===== src/rtl/serial_adder_if.sv =====
// Start/busy/done handshake bundle for the bit-serial adder.
// master drives a request and observes the registered result; slave is the adder.
interface serial_adder_if #(
  parameter int WIDTH = 8
);
  logic             start;
  logic [WIDTH-1:0] a;
  logic [WIDTH-1:0] b;
  logic             c_in;
  logic [WIDTH-1:0] sum;
  logic             carry;
  logic             busy;
  logic             done;

  modport master (
    output start, a, b, c_in,
    input  sum, carry, busy, done
  );

  modport slave (
    input  start, a, b, c_in,
    output sum, carry, busy, done
  );
endinterface


===== src/rtl/serial_adder.sv =====
// Bit-serial adder: {carry,sum} = a + b + c_in, one bit per clock through a
// single Full_adder cell with a registered carry loop.
module half_add (
  input  logic i_a,
  input  logic i_b,
  output logic o_s,
  output logic o_c
);
  assign o_s = i_a ^ i_b;
  assign o_c = i_a & i_b;
endmodule

module Full_adder (
  input  logic i_a,
  input  logic i_b,
  input  logic i_c,
  output logic o_s,
  output logic o_c
);
  logic w_s0;
  logic w_c0;
  logic w_c1;

  half_add u_ha0 (.i_a(i_a),  .i_b(i_b), .o_s(w_s0), .o_c(w_c0));
  half_add u_ha1 (.i_a(w_s0), .i_b(i_c), .o_s(o_s),  .o_c(w_c1));

  assign o_c = w_c0 | w_c1;
endmodule

module serial_adder #(
  parameter int WIDTH = 8
) (
  input  logic          clk,
  input  logic          rst_n,
  serial_adder_if.slave bus
);
  localparam int               CNT_W = $clog2(WIDTH + 1);
  localparam logic [CNT_W-1:0] LAST  = CNT_W'(WIDTH - 1);

  typedef enum logic [1:0] {
    IDLE  = 2'd0,
    SHIFT = 2'd1,
    DONE  = 2'd2
  } state_t;

  state_t           r_state;
  logic [WIDTH-1:0] r_a_sh;
  logic [WIDTH-1:0] r_b_sh;
  logic [WIDTH-1:0] r_s_sh;
  logic             r_cy;
  logic [CNT_W-1:0] r_cnt;
  logic [WIDTH-1:0] r_sum;
  logic             r_carry;
  logic             r_busy;
  logic             r_done;

  logic             w_fa_s;
  logic             w_fa_c;
  logic [WIDTH-1:0] w_s_next;

  Full_adder u_fa (
    .i_a (r_a_sh[0]),
    .i_b (r_b_sh[0]),
    .i_c (r_cy),
    .o_s (w_fa_s),
    .o_c (w_fa_c)
  );

  // New sum bit enters at the MSB; after WIDTH shifts bit 0 of the result sits at the LSB.
  assign w_s_next = (r_s_sh >> 1) | (WIDTH'(w_fa_s) << (WIDTH - 1));

  always_ff @(posedge clk or negedge rst_n) begin
    if (!rst_n) begin
      r_state <= IDLE;
      r_a_sh  <= '0;
      r_b_sh  <= '0;
      r_s_sh  <= '0;
      r_cy    <= 1'b0;
      r_cnt   <= '0;
      r_sum   <= '0;
      r_carry <= 1'b0;
      r_busy  <= 1'b0;
      r_done  <= 1'b0;
    end else begin
      case (r_state)
        IDLE, DONE: begin
          r_done <= 1'b0;
          if (bus.start) begin
            r_a_sh  <= bus.a;
            r_b_sh  <= bus.b;
            r_cy    <= bus.c_in;
            r_cnt   <= '0;
            r_busy  <= 1'b1;
            r_state <= SHIFT;
          end else begin
            r_state <= IDLE;
          end
        end

        SHIFT: begin
          r_a_sh <= r_a_sh >> 1;
          r_b_sh <= r_b_sh >> 1;
          r_s_sh <= w_s_next;
          r_cy   <= w_fa_c;
          r_cnt  <= r_cnt + CNT_W'(1);
          // Result registers only move on the final bit so they stay stable across later SHIFT phases.
          if (r_cnt == LAST) begin
            r_sum   <= w_s_next;
            r_carry <= w_fa_c;
            r_busy  <= 1'b0;
            r_done  <= 1'b1;
            r_state <= DONE;
          end
        end

        default: begin
          r_busy  <= 1'b0;
          r_done  <= 1'b0;
          r_state <= IDLE;
        end
      endcase
    end
  end

  assign bus.sum   = r_sum;
  assign bus.carry = r_carry;
  assign bus.busy  = r_busy;
  assign bus.done  = r_done;
endmodule


===== src/flat_wrapper.sv =====
// flat-port wrapper written by rule: the top's interface ports become plain ports
module serial_adder_flat 
#(
  parameter int WIDTH = 8
)
  (clk, rst_n, bus_start, bus_a, bus_b, bus_c_in, bus_sum, bus_carry, bus_busy, bus_done);
  serial_adder_if #(.WIDTH(WIDTH)) bus_i ();
  input  logic clk;
  input  logic rst_n;
  input wire logic [$bits(bus_i.start)-1:0] bus_start;
  input wire logic [$bits(bus_i.a)-1:0] bus_a;
  input wire logic [$bits(bus_i.b)-1:0] bus_b;
  input wire logic [$bits(bus_i.c_in)-1:0] bus_c_in;
  output wire logic [$bits(bus_i.sum)-1:0] bus_sum;
  output wire logic [$bits(bus_i.carry)-1:0] bus_carry;
  output wire logic [$bits(bus_i.busy)-1:0] bus_busy;
  output wire logic [$bits(bus_i.done)-1:0] bus_done;
  assign bus_i.start = bus_start;
  assign bus_i.a = bus_a;
  assign bus_i.b = bus_b;
  assign bus_i.c_in = bus_c_in;
  assign bus_sum = bus_i.sum;
  assign bus_carry = bus_i.carry;
  assign bus_busy = bus_i.busy;
  assign bus_done = bus_i.done;
  serial_adder #(.WIDTH(WIDTH)) u_core (.clk(clk), .rst_n(rst_n), .bus(bus_i));
endmodule

===== config.mk =====
export PLATFORM = sky130hd
export DESIGN_NAME = serial_adder_flat
export DESIGN_NICKNAME = d
export VERILOG_FILES = /design/src/rtl/serial_adder_if.sv /design/src/rtl/serial_adder.sv /design/src/flat_wrapper.sv
export SDC_FILE = /design/constraint.sdc
export NUM_CORES = 1
export LEC_CHECK = 0
export BUFFER_PORTS_ARGS = -buffer_cell sky130_fd_sc_hd__buf_2
export CORE_UTILIZATION = 54
export DETAILED_ROUTE_END_ITERATION = 8
export HOLD_SLACK_MARGIN = 0.12
export PLACE_DENSITY = 0.78
export SLEW_MARGIN = 20
export SYNTH_ARGS = -nofsm -noshare
export SYNTH_HDL_FRONTEND = slang
export SYNTH_SLANG_ARGS = --single-unit

===== constraint.sdc =====
create_clock -name clk -period 1.9 [get_ports clk]
set_clock_uncertainty 0.15 [all_clocks]
set_input_delay 0.19 -clock clk [delete_from_list [all_inputs] [get_ports clk]]
set_output_delay 0.19 -clock clk [all_outputs]
set_load 0.005 [all_outputs]

==> metrics <==
Die W 57.4 um; outcome complete, but fails checks; WL met2 around 1500 um; EDFF count, synth 0; Worst-path clk slew 0.12 ns; share of layout cells above drive strength 1 0.310; clock latency on the worst-skew pair 0.34 ns; Worst path slowest cell dfrtp_1; worst vdd ir 0.000853 V; # setup viols final 0; post-synthesis compound-gate area fraction 0.176; Fin. Hold Viols 0; DR iter-0 viols 34; CTS root buf clkbuf_4; first-pass GRT wire length slightly above 5000 um; HPWL after DPL ~2000 um; Post-Synth Simple-Gate Area 0.0401; Vias/cell 5.62; Tightest Hold Check Type in -> async; Setup CP Type reg -> reg; initial antenna violation count 0; routed wire length 2940 um; vias in the first global route 1,146; largest family of logic cells by synthesized area compound AO/OA/AOI/OAI gates; RR Startpoint u_core.r_cnt[0]$_DFFE_PN0P_; PortBufs 30; grt total ovfl 0; Ports 31; Synth Warn # 0; Post-Syn Area ~1700 um^2; Slew Viols, Final 0; FP Rows 19; Net Count, Synth 136; WL/cell 14.6 um; final antenna-violating net count 0; Slew HR 0.510; Post-CTS Resized 0; Die Y 57.4 um; clk sink count 40; mux share of post-synthesis cell area 0.128; maximum number of pins on one net before global-route repair 41; adder-cell area share of the yosys netlist 0.0197; Remaining DRCs 5; worst slew pin tran 0.735 ns; WP data arrival 1.87 ns; drt pass-1 iters 6; routability cong. 0.709; filler cell count about 190; Post-synth top cells 40 x dfrtp_1, 19 x a22o_1, 16 x a21o_1; setup_tns 0 ns; antenna diode count 0; Synth top area share 0.605; Final #Nets 192; global-route usage over all layers 0.212; crit-path cells ha_1 -> nand3b_1 -> nor3b_1 -> buf_4 -> mux2_1; max_cap viols 0; Top Metal Used met4; CTS max path bufs 2; Max Freq 557 MHz; CTS Buf Count 5; post-layout min period 1.79 ns; CP Launch Type register; synthesized area per cell 14.5 um^2; Tcrit/Tclk final 0.944; P_leak 1.10 nW; Primary FF master, synth dfrtp_1; Core ar. 2830 um^2; CTS H-tree depth 2; count of cell types in the netlist 20; post-synthesis async set-or-reset flop share 1.00; XOR/XNOR Fraction of Synth Area 0; Layout area overhead 26.5%; r2r setup slk 0.11 ns; R2R cell count 5; area leader, netlist dfrtp_1; failing checks design-rule violations; initial core utilization 0.585; wl on met1 1300 um; via count 1,136; Storage cell area approximately 1000 um^2; Crit path required time 1.97 ns; largest cells by area after synthesis dfrtp_1 60%, a22o_1 10%, a21o_1 7.3%, mux2_1 6.1%, mux2_2 5.4%; Final Cell Area 2090 um^2; Multi-input gate area between 600 and 700 um^2; CP peak stage delay 0.40 ns; Seq cells post-synth 40; sequential share of the synthesized area 0.605; routed wl met3 90 um; Cell Area, Placed 1840 um^2; TritonCTS clock tree done; power density over the cells around 1500 nW/um^2; Die Area 3290 um^2; most numerous cell in the Yosys netlist dfrtp_1; RSZ-0062 raised after global routing no; largest fanout on the critical path 10; Reg-to-Reg End u_core.bus.sum[6]$_DFFE_PN0P_; crit end category register; Post-Syn Instances approximately 110
==> state kept, by name, summed over array words and instances (netlist names) <==
register          flops
u_core.bus.busy       1
u_core.r_cy           1
u_core.r_b_sh         8
u_core.r_state        1
u_core.r_cnt          4
u_core.bus.done       1
u_core.bus.sum        8
u_core.r_a_sh         8
u_core.r_s_sh         7
u_core.bus.carry      1
==> metal layers <==
| metal | track usage | up-vias |
|---|---|---|
| li1 | - | 537 |
| met5 | 0 | - |
| met4 | 0.0941 | 0 |
| met1 | 0.263 | 565 |
| met3 | 0.0476 | 7 |
| met2 | 0.355 | 27 |
==> cell families after synthesis <==
group | count (synthesis)
and+or+nand+nor | 10
buffers and inverters | 7
AOI/OAI and AO/OA | 36
adders and majority gates | 2
muxes | 19
DFF | 40
==> critical path: cells and delay by family, from the launching register on <==
family | cells | cell delay [ns]
multiplexers | 1 | 0.34
buffers and inverters | 1 | 0.22
adder cells (fa/ha/maj) | 1 | 0.19
flip-flops | 1 | 0.40
AND/OR/NAND/NOR | 2 | 0.38
==> through the flow <==
| stage | power (mW) | hold slack (ns) | utilization | cells | setup WS [ns] |
|---|---|---|---|---|---|
| 2_1_floorplan | 2.40 | -0.256 | - | 114 | 0.294 |
| 3_3_place_gp | 2.66 | 0.110 | 0.652 | 175 | 0.220 |
| 3_5_place_dp | 2.74 | 0.119 | 0.652 | 175 | 0.127 |
| 4_1_cts | 3.21 | 0.278 | 0.740 | 202 | 0.107 |
| 5_1_grt | 3.44 | 0.311 | 0.740 | 202 | 0.0482 |
| 6_report | 3.19 | 0.273 | 0.740 | 202 | 0.105 |
==> placed cells by master (no fill, tap or decap), drive strengths merged <==
master | synthesis | final
dfrtp | 40 | 40
buf | 7 | 37
a22o | 19 | 19
dlygate4sd3 | 0 | 19
mux2 | 17 | 17
a21o | 16 | 16
clkbuf | 0 | 8
nor2b | 3 | 3
nand3b | 2 | 2
mux2i | 2 | 2
nor2 | 2 | 2
nor3b | 1 | 1
o21ai | 1 | 1
nand2b | 1 | 1
nand4 | 1 | 1
fa | 1 | 1
ha | 1 | 1
==> timing repair <==
item | 4_1_cts | 5_1_grt
buffers inserted | 0 | 0
hold buffers | 19 | 0
hold endpoints to repair | 58 | 0
==> worst max path at each step <==
stage	startpoint	end	slack, ns
global route	bus_start	u_core.r_cnt[0]$_DFFE_PN0P_	0.05
CTS	u_core.r_cnt[0]$_DFFE_PN0P_	u_core.bus.sum[6]$_DFFE_PN0P_	0.11
finish	u_core.r_cnt[0]$_DFFE_PN0P_	u_core.bus.sum[6]$_DFFE_PN0P_	0.11
detailed placement	u_core.r_cnt[0]$_DFFE_PN0P_	u_core.bus.sum[1]$_DFFE_PN0P_	0.13
global placement	u_core.r_cnt[0]$_DFFE_PN0P_	u_core.bus.sum[5]$_DFFE_PN0P_	0.22
floorplan	u_core.r_cnt[0]$_DFFE_PN0P_	u_core.bus.carry$_DFFE_PN0P_	0.29
==> report_power, final <==
| group | switching, mW | internal [mW] |
|---|---|---|
| clock network | 0.258 | 0.183 |
| registers | 0.243 | 1.25 |
| logic | 0.523 | 0.733 |
==> area by class of cell <==
class,instances,area share
Timing Repair Buffer,56,0.188
Multi-Input combinational cell,67,0.288
Sequential cell,40,0.478
Clock buffer,8,0.0281
Tap cell,31,0.0185
No activity file was read; power rests on OpenSTA's default activity.
